File: config.mk
export PLATFORM = sky130hd
export DESIGN_NAME = vga_fb_scheduler
export DESIGN_NICKNAME = d
export VERILOG_FILES = /design/src/rtl/vga_fb_scheduler.sv
export SDC_FILE = /design/constraint.sdc
export NUM_CORES = 1
export LEC_CHECK = 0
export BUFFER_PORTS_ARGS = -buffer_cell sky130_fd_sc_hd__buf_4
export CAP_MARGIN = 40
export CORE_MARGIN = 2
export CORE_UTILIZATION = 40
export DETAILED_ROUTE_END_ITERATION = 7
export PLACE_DENSITY_LB_ADDON = 0.08
export SLEW_MARGIN = 20
export SYNTH_ARGS = -nofsm -noshare
export SYNTH_HDL_FRONTEND = slang
export SYNTH_SLANG_ARGS = --single-unit
File: constraint.sdc
create_clock -name CLK25MHZ -period 5.45 [get_ports CLK25MHZ]
set_input_delay 1.09 -clock CLK25MHZ [delete_from_list [all_inputs] [get_ports CLK25MHZ]]
set_output_delay 1.09 -clock CLK25MHZ [all_outputs]
set_load 0.03 [all_outputs]
File: src/rtl/vga_fb_scheduler.sv
// Shares one single-port framebuffer RAM between VGA pixel fetch and a game writer.
// Display reads own every 4th visible column; writes drain through a 1-entry buffer.
module vga_fb_scheduler #(
    parameter int unsigned H_ACTIVE     = 640,
    parameter int unsigned V_ACTIVE     = 480,
    parameter int unsigned H_SYNC_START = 656,
    parameter int unsigned H_SYNC_END   = 751,
    parameter int unsigned V_SYNC_START = 490,
    parameter int unsigned V_SYNC_END   = 491,
    parameter int unsigned PIX_W        = 4,
    parameter int unsigned ADDR_W       = 17
) (
    input  logic                 CLK25MHZ,
    input  logic                 RST,
    input  logic [15:0]          H_count_value,
    input  logic [15:0]          V_count_value,
    output logic [ADDR_W-1:0]    mem_addr,
    output logic                 mem_we,
    output logic [4*PIX_W-1:0]   mem_wdata,
    input  logic [4*PIX_W-1:0]   mem_rdata,
    input  logic                 wr_valid,
    output logic                 wr_ready,
    input  logic [ADDR_W-1:0]    wr_addr,
    input  logic [4*PIX_W-1:0]   wr_data,
    output logic [PIX_W-1:0]     pixel,
    output logic                 hsync,
    output logic                 vsync,
    output logic                 video_on,
    output logic                 frame_start
);
    localparam int unsigned WORD_W = 4 * PIX_W;

    logic              in_h_c, in_v_c, vis_c, disp_slot_c, drain_c, hs_c, vs_c, fs_c;
    logic [ADDR_W-1:0] dcnt;
    logic              buf_full;
    logic [ADDR_W-1:0] buf_addr;
    logic [WORD_W-1:0] buf_data;
    logic              rd_pend;
    logic [WORD_W-1:0] shreg;
    logic [PIX_W-1:0]  pix_c;
    logic              vis_d1, hs_d1, vs_d1, fs_d1;

    // Raster decode of the incoming counter position
    always_comb begin
        in_h_c      = H_count_value < 16'(H_ACTIVE);
        in_v_c      = V_count_value < 16'(V_ACTIVE);
        vis_c       = in_h_c && in_v_c;
        disp_slot_c = vis_c && (H_count_value[1:0] == 2'b00);
        hs_c        = !((H_count_value >= 16'(H_SYNC_START)) && (H_count_value <= 16'(H_SYNC_END)));
        vs_c        = !((V_count_value >= 16'(V_SYNC_START)) && (V_count_value <= 16'(V_SYNC_END)));
        fs_c        = (H_count_value == 16'd0) && (V_count_value == 16'd0);
    end

    // RAM port mux: display slot wins, otherwise a buffered write may drain
    always_comb begin
        drain_c   = !disp_slot_c && buf_full;
        mem_addr  = disp_slot_c ? dcnt : buf_addr;
        mem_we    = drain_c;
        mem_wdata = buf_data;
        wr_ready  = !buf_full || drain_c;
    end

    // Word address counter, rewound throughout vertical blanking
    always_ff @(posedge CLK25MHZ or posedge RST) begin
        if (RST) begin
            dcnt <= '0;
        end else if (!in_v_c) begin
            dcnt <= '0;
        end else if (disp_slot_c) begin
            dcnt <= dcnt + ADDR_W'(1);
        end
    end

    // One-entry write buffer; accept and drain in the same cycle keeps it full
    always_ff @(posedge CLK25MHZ or posedge RST) begin
        if (RST) begin
            buf_full <= 1'b0;
            buf_addr <= '0;
            buf_data <= '0;
        end else if (wr_valid && wr_ready) begin
            buf_full <= 1'b1;
            buf_addr <= wr_addr;
            buf_data <= wr_data;
        end else if (drain_c) begin
            buf_full <= 1'b0;
        end
    end

    always_comb pix_c = rd_pend ? mem_rdata[PIX_W-1:0] : shreg[PIX_W-1:0];

    // Pixel unpack and 2-cycle sync alignment so all outputs refer to column H-2
    always_ff @(posedge CLK25MHZ or posedge RST) begin
        if (RST) begin
            rd_pend     <= 1'b0;
            shreg       <= '0;
            pixel       <= '0;
            vis_d1      <= 1'b0;
            hs_d1       <= 1'b1;
            vs_d1       <= 1'b1;
            fs_d1       <= 1'b0;
            video_on    <= 1'b0;
            hsync       <= 1'b1;
            vsync       <= 1'b1;
            frame_start <= 1'b0;
        end else begin
            rd_pend     <= disp_slot_c;
            shreg       <= rd_pend ? (mem_rdata >> PIX_W) : (shreg >> PIX_W);
            pixel       <= vis_d1 ? pix_c : '0;
            vis_d1      <= vis_c;
            hs_d1       <= hs_c;
            vs_d1       <= vs_c;
            fs_d1       <= fs_c;
            video_on    <= vis_d1;
            hsync       <= hs_d1;
            vsync       <= vs_d1;
            frame_start <= fs_d1;
        end
    end
endmodule

Yosys cells after proc, flatten, opt, wreduce, memory -nomap -nowiden
Index checks and enable logic that the tools add are counted.
{"block": "classes", "addsub": 1, "order_cmp": 6, "eq_ne": 1, "n_mux": 8, "reduce_logical": 16}
{"cell": "two-way mux 17 bit", "n": 3}
{"cell": "logical NOT 16 bit", "n": 2}
{"cell": "adder 17 x 1 -> 17 bit, second input constant", "n": 1}
{"cell": "greater-or-equal comparator 16 x 10 -> 1 bit, second input constant", "n": 1}
{"cell": "greater-or-equal comparator 16 x 9 -> 1 bit, second input constant", "n": 1}
{"cell": "<= comparator 16 x 10 -> 1 bit, second input constant", "n": 1}
{"cell": "<= comparator 16 x 9 -> 1 bit, second input constant", "n": 1}
{"cell": "< comparator 16 x 10 -> 1 bit, second input constant", "n": 1}
{"cell": "< comparator 16 x 9 -> 1 bit, second input constant", "n": 1}
{"cell": "two-way mux 12 bit", "n": 1}
{"cell": "two-way mux 4 bit", "n": 2}
{"cell": "logical AND 1 bit", "n": 7}
{"cell": "logical NOT 1 bit", "n": 4}
{"cell": "logical NOT 2 bit", "n": 1}
{"cell": "two-way mux 1 bit", "n": 2}
{"cell": "!= test 2 x 1 -> 1 bit, second input constant", "n": 1}
{"cell": "nonzero test 2 bit", "n": 1}
{"cell": "logical OR 1 bit", "n": 1}
{"block": "word_totals", "reg_bits": 76, "in_bits": 84, "output_inout_bits": 43, "wordCells": 47}

Logic depth before layout (Yosys ltp)
Gate-level depths: netlist (run 1).
{"block": "logic_depth", "depth_word": 8, "mapped_depth": 6}

Worst setup path after synthesis (run 1)
Ideal clock, no wire load.
{"block": "synth_timing", "path_kind": "input to output", "from": "in V_count_value[13]", "to": "out mem_addr[10]", "arrival_time_ps": 2883, "setup_slack_ps": 1477, "cell_stages": 5, "cell_sequence": "or4_4 -> or3_4 -> nor2_4 -> buf_4 -> mux2_2"}
{"block": "synth_via", "elab_chain_cells": 4}
{"element": "from (decl)", "line": "16", "source": "input logic [15:0] V_count_value,"}
{"element": "< comparator 16 x 9 -> 1 bit", "line": "46", "source": "in_v_c = V_count_value < 16'(V_ACTIVE);"}
{"element": "logical AND 1 bit", "line": "47", "source": "vis_c = in_h_c && in_v_c;"}
{"element": "logical AND 1 bit", "line": "48", "source": "disp_slot_c = vis_c && (H_count_value[1:0] == 2'b00);"}
{"element": "via disp_slot_c", "line": "33", "source": "logic in_h_c, in_v_c, vis_c, disp_slot_c, drain_c, hs_c, vs_c, fs_c;"}
{"element": "two-way mux 17 bit", "line": "57", "source": "mem_addr = disp_slot_c ? dcnt : buf_addr;"}
{"element": "to (decl)", "line": "17", "source": "output logic [ADDR_W-1:0] mem_addr,"}
The timed path passes the listed nets, and every way through them passes these cells.

Worst setup path after layout (run 1)
{"block": "layout_timing", "from": "in V_count_value[13]", "to": "out mem_addr[14]"}
{"block": "layout_via", "elab_chain_cells": 4}
{"element": "< comparator 16 x 9 -> 1 bit", "line": "46"}
{"element": "logical AND 1 bit", "line": "47"}
{"element": "logical AND 1 bit", "line": "48"}
{"element": "two-way mux 17 bit", "line": "57"}
Every way passes these cells.

==> impl_table.tex, run 1 <==
\begin{tabular}{lr}
\hline
Metric & Value \\
\hline
\multicolumn{2}{l}{\textbf{Outcome}} \\
\quad Outcome & complete, no violations \\
\multicolumn{2}{l}{\textbf{Floorplanning}} \\
\quad Top Ports & 127 \\
\quad Die X & 95.9 um \\
\quad Overall die area & 9190 sq um \\
\quad Std-Cell Core Area & 8220 sq um \\
\quad Chip Height & 95.9 um \\
\quad Cell Rows & 33 \\
\quad Initial core utilization & 41.1\% \\
\multicolumn{2}{l}{\textbf{Pwr}} \\
\quad Static leakage & 2.05 nW \\
\quad IR drop worst, VDD & 0.0981 mV \\
\quad Ratio of total power to cell area & 259 nW/um\^{}2 \\
\multicolumn{2}{l}{\textbf{Synthesis}} \\
\quad Biggest area consumer among synthesized cells & dfrtp\_1 \\
\quad Share of flip-flops with an asynchronous set or reset & 100\% \\
\quad Post-synth top area share & 53.4\% \\
\quad Yosys warning total & 0 \\
\quad Sequential fraction of the synthesis area & 56.5\% \\
\quad Library cells used by synthesis & 38 \\
\quad Post-synthesis instance area & 3380 sq um \\
\quad EDFF count, synth & 0 \\
\quad Leading post-synthesis cells by cell area & dfrtp\_1, mux2\_2, dfstp\_2 \\
\quad Prevailing post-synth register cell & dfrtp\_1 \\
\quad Net count after synthesis & 343 \\
\quad Cell count after synthesis & 258 \\
\quad Syn Area/Cell & 13.1 sq um \\
\quad FF+latch count, synth & 76 \\
\multicolumn{2}{l}{\textbf{Placed design}} \\
\quad Number of port buffers & 126 \\
\quad Final HPWL DP & 5280 um \\
\quad Worst-case setup slack after placement & 1.00 ns \\
\quad Placer congestion estimate & 0.748 \\
\multicolumn{2}{l}{\textbf{STA}} \\
\quad Worst Slack Setup Final & 1.03 ns \\
\quad Setup TNS & 0 ns \\
\quad Max Clock Skew & 0.00696 ns \\
\quad Final worst-path cycle share & 81.0\% \\
\quad Actual slew at the worst max-slew pin & 0.645 ns \\
\quad Relative slew slack & 56.9\% \\
\quad Max-slew violation count & 0 \\
\quad RSZ-0062 raised after global routing & no \\
\quad Time the worst path needs with I/O delays and setup & 4.42 ns \\
\quad Fmax & 0.226 GHz \\
\quad Number of failing hold endpoints at the final stage & 0 \\
\quad Final setup violation count & 0 \\
\multicolumn{2}{l}{\textbf{Layout}} \\
\quad Final Net Count & 472 \\
\quad Area grow syn2layout & 35.8\% \\
\quad Inserted Diodes & 0 \\
\quad Layout cell share with drive strength beyond 1 & 54.3\% \\
\quad Final Core Density & 55.8\% \\
\quad Most frequent cells in the layout & buf\_4, dfrtp\_1, mux2\_2, nand4\_1, or4\_1 \\
\quad Commonest non-fill, non-tap cell in the layout & buf\_4 \\
\multicolumn{2}{l}{\textbf{Route}} \\
\quad Final wirelength & 7340 um \\
\quad Antenna violation net count after detailed routing & 0 \\
\quad Per-cell routed wire length & 14.8 um \\
\quad Via density per instance & 5.07 \\
\quad DR pass1 iterations & 4 \\
\quad Initial DRC Count & 33 \\
\quad Routed vias & 2519 \\
\quad DRC violations left & 0 \\
\multicolumn{2}{l}{\textbf{Clock tree}} \\
\quad Clock insertion delay at the later pin of the skew report & 0.34 ns \\
\quad TritonCTS clock tree & built \\
\quad Root buffer cell & clkbuf\_8 \\
\quad Level count of the clock H-tree & 3 \\
\quad Number of buffers between clock root and the deepest sink & 2 \\
\quad Num CTS Buffers & 9 \\
\quad Register clock-pin slew on the reported worst setup and hold paths & 0.08 ns \\
\quad Number of gates resized after CTS & 0 \\
\quad Clock sink total & 76 \\
\quad Post-CTS Setup Bufs & 0 \\
\quad Number of hold-repair buffers added at the cts stage & 0 \\
\multicolumn{2}{l}{\textbf{GRT}} \\
\quad Vias in the first global route & 2485 \\
\quad Total track usage & 17.1\% \\
\quad Remaining global-route overflow & 0 \\
\quad Pin count of the biggest net entering global routing & 41 \\
\quad Wire length of the first global-routing pass & 12100 um \\
\quad Initial antenna violation count & 0 \\
\multicolumn{2}{l}{\textbf{Critical path}} \\
\quad Cell with the largest stage delay on the worst path & or4\_4 \\
\quad Crit Path Category & in2out \\
\quad Largest fanout on the critical path & 21 \\
\quad Delay of the slowest cell on the worst path & 0.54 ns \\
\quad Setup crit start kind & input pin \\
\quad Largest delay share family, worst path & simple AND/OR/NAND/NOR gates \\
\quad Critical path's most frequent cell & buf\_4 \\
\quad Critical path, cell by cell & buf\_4 -> or4\_4 -> or3\_4 -> nor2\_4 -> mux2\_2 -> buf\_4 \\
\quad Critical path arrival & 3.33 ns \\
\quad Critical path capture point type & output port \\
\quad Critical path data required time & 4.36 ns \\
\quad CP bufs+invs & 2 \\
\multicolumn{2}{l}{\textbf{Hold path}} \\
\quad Worst hold path class & reg2reg \\
\multicolumn{2}{l}{\textbf{Run}} \\
\quad Max-cap check violation count & 0 \\
\hline
\end{tabular}
-- power breakdown --
part | switching [mW] | internal (mW)
clock network | 0.216 | 0.168
registers | 0.0112 | 0.588
logic | 0.0994 | 0.102
-- layout make-up --
| cell class | count | area, sq um |
|---|---|---|
| flip-flops and latches | 76 | 1910 |
| multi-input cells | 169 | 1390 |
| clock buffers | 10 | 128 |
| clock inverters | 6 | 47.5 |
| well taps | 105 | 131 |
| repair buffers | 129 | 968 |
| fillers | 732 | 3630 |
| inverters | 2 | 8.76 |
-- registers in the layout, indices dropped and copies added, names as in the netlist, 4 cells and up --
register   flops
pixel          4
dcnt          17
shreg         12
mem_wdata     16
buf_addr      17
-- worst paths after layout --
check | start | to | slack [ns] | depth (start not counted)
setup / recovery | V_count_value[13] | mem_addr[14] | 1.03 | 6
hold / removal | fs_d1 | frame_start | 0.35 | 0
max in group asynchronous | RST | hsync | 3.68 | 3
min in group asynchronous | RST | mem_wdata[8] | 0.82 | 2
setup reg to reg | buf_full | buf_addr[14] | 3.63 | 4
hold reg to reg | fs_d1 | frame_start | 0.35 | 0
-- metrics by stage --
step                      instance area (sq um)  std cells  power, mW  hold slack, ns
final                                      4580        497       1.19           0.354
after global routing                       4580        497       1.24           0.364
after CTS                                  4580        497       1.20           0.357
after detailed placement                   4410        481      0.816           0.337
after global placement                     4410        481      0.812           0.333
after floorplan                            3380        258      0.719           0.331
-- cells in the mapped netlist (5+ instances only) --
cell type	n
mux2_2	57
nand3_1	6
nand4_1	11
or4_1	11
or3_1	7
nand2_1	9
dfrtp_1	72
nor2_1	7
a21oi_1	10
o31ai_1	7
mux2i_1	5
clkbuf_1	5
-- metal layers --
layer | global-route usage (%) | up-vias | routed length, um
li1 | - | 1218 | -
met1 | 22.1 | 1211 | 3170
met2 | 28.3 | 79 | 3650
met3 | 3.13 | 11 | 425
met4 | 6.79 | 0 | 99
met5 | 0 | - | 0
-- worst register-to-register path, stage by stage, from the launching register on --
cell	delay, ns
dfrtp_1	0.33
inv_1	0.08
o31ai_4	0.48
buf_4	0.42
mux2_2	0.40
-- logic make-up after synthesis --
family                   Yosys count  share of synthesized area [%]
XOR/XNOR                           3                          0.778
AND/OR/NAND/NOR                   77                           14.3
adder cells (fa/ha/maj)            1                          0.371
flip-flops                        76                           56.5
multiplexers                      63                           20.8
AO/OA/AOI/OAI                     25                           4.93
buffers and inverters             13                           2.26
(Power assumes the default switching activity.)
==> run 2: changes to the inputs <==
ABC_AREA = 1   (was not set)
clock period = 3.8 ns   (was 5.45 ns; I/O delays follow)
==> run 2 against run 1 <==
Effect of this change: clock-buffer cell count is the same; final cell count up 40%; total power grew 55%; critical endpoint is now mem_addr[0].
==> impl_table.tex, run 2 <==
\begin{tabular}{lr}
\hline
Metric & Value \\
\hline
\multicolumn{2}{l}{\textbf{Outcome}} \\
\quad Outcome & complete, no violations \\
\multicolumn{2}{l}{\textbf{Clock tree}} \\
\quad Num CTS Buffers & 9 \\
\quad Post-CTS Setup Bufs & 0 \\
\quad Number of gates resized after CTS & 0 \\
\quad Register clock-pin slew on the reported worst setup and hold paths & 0.08 ns \\
\quad Clock sink total & 76 \\
\quad Number of buffers between clock root and the deepest sink & 2 \\
\quad Number of hold-repair buffers added at the cts stage & 0 \\
\quad Root buffer cell & clkbuf\_8 \\
\quad TritonCTS clock tree & built \\
\quad Clock insertion delay at the later pin of the skew report & 0.35 ns \\
\quad Level count of the clock H-tree & 3 \\
\multicolumn{2}{l}{\textbf{Critical path}} \\
\quad Delay of the slowest cell on the worst path & 0.33 ns \\
\quad Critical path data required time & 3.04 ns \\
\quad Cell with the largest stage delay on the worst path & buf\_4 \\
\quad Critical path arrival & 2.40 ns \\
\quad Setup crit start kind & input pin \\
\quad Crit Path Category & in2out \\
\quad Largest delay share family, worst path & buffers and inverters \\
\quad Critical path capture point type & output port \\
\quad CP bufs+invs & 4 \\
\quad Critical path's most frequent cell & buf\_4 \\
\quad Largest fanout on the critical path & 41 \\
\quad Critical path, cell by cell & buf\_4 -> nor2\_2 -> nand3\_1 -> nor2\_1 -> inv\_1 -> nand3\_2 -> buf\_4 -> nand2\_1 -> o21ai\_0 -> buf\_4 \\
\multicolumn{2}{l}{\textbf{GRT}} \\
\quad Total track usage & 18.9\% \\
\quad Remaining global-route overflow & 0 \\
\quad GR met1 Demand/Resource & 24.1\% \\
\quad Pin count of the biggest net entering global routing & 42 \\
\quad Vias in the first global route & 3309 \\
\quad Initial antenna violation count & 0 \\
\quad Met2 layer usage reported by global route & 32.1\% \\
\quad Wire length of the first global-routing pass & 15100 um \\
\quad Grt peak-use layer & met2 \\
\quad Met3 global-route usage & 4.50\% \\
\multicolumn{2}{l}{\textbf{Synthesis}} \\
\quad FF+latch count, synth & 76 \\
\quad Net count after synthesis & 543 \\
\quad Share of flip-flops with an asynchronous set or reset & 100\% \\
\quad EDFF count, synth & 0 \\
\quad Dominant cell by count in the synthesized netlist & nand2\_1 \\
\quad Prevailing post-synth register cell & dfrtp\_1 \\
\quad Yosys warning total & 0 \\
\quad Leading post-synthesis cells by cell area & dfrtp\_1, nand2\_1, nand3\_1 \\
\quad Library cells used by synthesis & 25 \\
\quad Sequential fraction of the synthesis area & 52.6\% \\
\quad Biggest area consumer among synthesized cells & dfrtp\_1 \\
\quad Cell count after synthesis & 458 \\
\quad Syn Area/Cell & 7.91 sq um \\
\quad Post-synth top area share & 49.7\% \\
\quad Post-synthesis instance area & 3620 sq um \\
\quad Most common library cells after synthesis & nand2\_1, dfrtp\_1, nand3\_1 \\
\multicolumn{2}{l}{\textbf{Floorplanning}} \\
\quad Cell Rows & 34 \\
\quad Die X & 99.2 um \\
\quad Overall die area & 9840 sq um \\
\quad Std-Cell Core Area & 8760 sq um \\
\quad Top Ports & 127 \\
\quad Chip Height & 99.2 um \\
\quad Initial core utilization & 41.3\% \\
\multicolumn{2}{l}{\textbf{Layout}} \\
\quad Most frequent cells in the layout & nand2\_1, buf\_4, dfrtp\_1, nand3\_1, inv\_1 \\
\quad Inserted Diodes & 0 \\
\quad Final Net Count & 666 \\
\quad Layout cell share with drive strength beyond 1 & 27.5\% \\
\quad Commonest non-fill, non-tap cell in the layout & nand2\_1 \\
\quad Fill cell total of the finished layout & 828 \\
\quad Area grow syn2layout & 34.8\% \\
\multicolumn{2}{l}{\textbf{Route}} \\
\quad Routed vias & 3365 \\
\quad Initial DRC Count & 196 \\
\quad Via density per instance & 4.85 \\
\quad Antenna violation net count after detailed routing & 0 \\
\quad DRC violations left & 0 \\
\quad Per-cell routed wire length & 12.7 um \\
\quad Final wirelength & 8810 um \\
\quad DR pass1 iterations & 5 \\
\multicolumn{2}{l}{\textbf{Pwr}} \\
\quad Static leakage & 2.59 nW \\
\quad IR drop worst, VDD & 0.239 mV \\
\quad Ratio of total power to cell area & 377 nW/um\^{}2 \\
\quad Design Power & 1.84 mW \\
\multicolumn{2}{l}{\textbf{Placed design}} \\
\quad Placer congestion estimate & 0.889 \\
\quad Final HPWL DP & 6400 um \\
\quad Number of port buffers & 126 \\
\multicolumn{2}{l}{\textbf{Hold path}} \\
\quad Worst hold path class & reg2reg \\
\multicolumn{2}{l}{\textbf{STA}} \\
\quad Setup TNS & 0 ns \\
\quad Final worst-path cycle share & 83.2\% \\
\quad Actual slew at the worst max-slew pin & 0.493 ns \\
\quad Time the worst path needs with I/O delays and setup & 3.16 ns \\
\quad Max Clock Skew & 0.0107 ns \\
\quad Fmax & 0.316 GHz \\
\quad Max-slew violation count & 0 \\
\quad Final setup violation count & 0 \\
\quad Relative slew slack & 67.1\% \\
\quad Number of failing hold endpoints at the final stage & 0 \\
\quad RSZ-0062 raised after global routing & no \\
\multicolumn{2}{l}{\textbf{Run}} \\
\quad Max-cap check violation count & 0 \\
\hline
\end{tabular}
run 2: cell type report:
cell class              count  area (sq um)  area share, %
flip-flops and latches     76          1910           39.0
multi-input cells         321          1450           29.8
repair buffers            132          1000           20.5
inverters                  41           154           3.15
clock buffers              10           138           2.82
well taps                 108           135           2.77
clock inverters             6          95.1           1.95
run 2: power by group:
| part | total [mW] | leakage (nW) | switching, mW | internal [mW] |
|---|---|---|---|---|
| logic | 0.275 | 1.48 | 0.152 | 0.124 |
| registers | 0.858 | 0.987 | 0.0182 | 0.840 |
| clock network | 0.709 | 0.117 | 0.315 | 0.395 |
run 2: worst paths after layout:
path | from | end | slack [ns] | cells after the start
min in group asynchronous | RST | mem_wdata[3] | 0.37 | 2
max in group asynchronous | RST | shreg[5] | 2.67 | 4
worst max register to register | dcnt[0] | dcnt[14] | 2.14 | 6
worst max-delay path | H_count_value[11] | mem_addr[0] | 0.64 | 10
worst min register to register | fs_d1 | frame_start | 0.35 | 0
worst min-delay path | fs_d1 | frame_start | 0.35 | 0
run 2: kinds of logic (layout without fill, tap and decap cells):
| group | count (synthesis) | after routing | synth area share (%) |
|---|---|---|---|
| flops | 76 | 76 | 52.6 |
| fa+ha+maj | 1 | 1 | 0.345 |
| xor+xnor | 6 | 6 | 1.45 |
| compound gates | 37 | 37 | 5.28 |
| buf+inv | 61 | 189 | 7.25 |
| simple gates | 277 | 277 | 33.0 |
run 2: per-layer routing:
metal | share of wire [%] | vias up
li1 | - | 1706
met1 | 42 | 1562
met2 | 51 | 86
met3 | 6.1 | 11
met4 | 1.3 | 0
met5 | 0 | -
run 2: per-stage QoR:
| stage | hold slack (ns) | cell area, sq um | utilization (%) | setup WS [ns] | cells |
|---|---|---|---|---|---|
| CTS | 0.355 | 4890 | 55.8 | 0.677 | 694 |
| finish | 0.353 | 4890 | 55.8 | 0.639 | 694 |
| floorplan | 0.331 | 3620 | - | 0.811 | 458 |
| global placement | 0.332 | 4630 | 52.9 | 0.744 | 677 |
| global route | 0.359 | 4890 | 55.8 | 0.448 | 694 |
| detailed placement | 0.336 | 4650 | 53.1 | 0.668 | 678 |
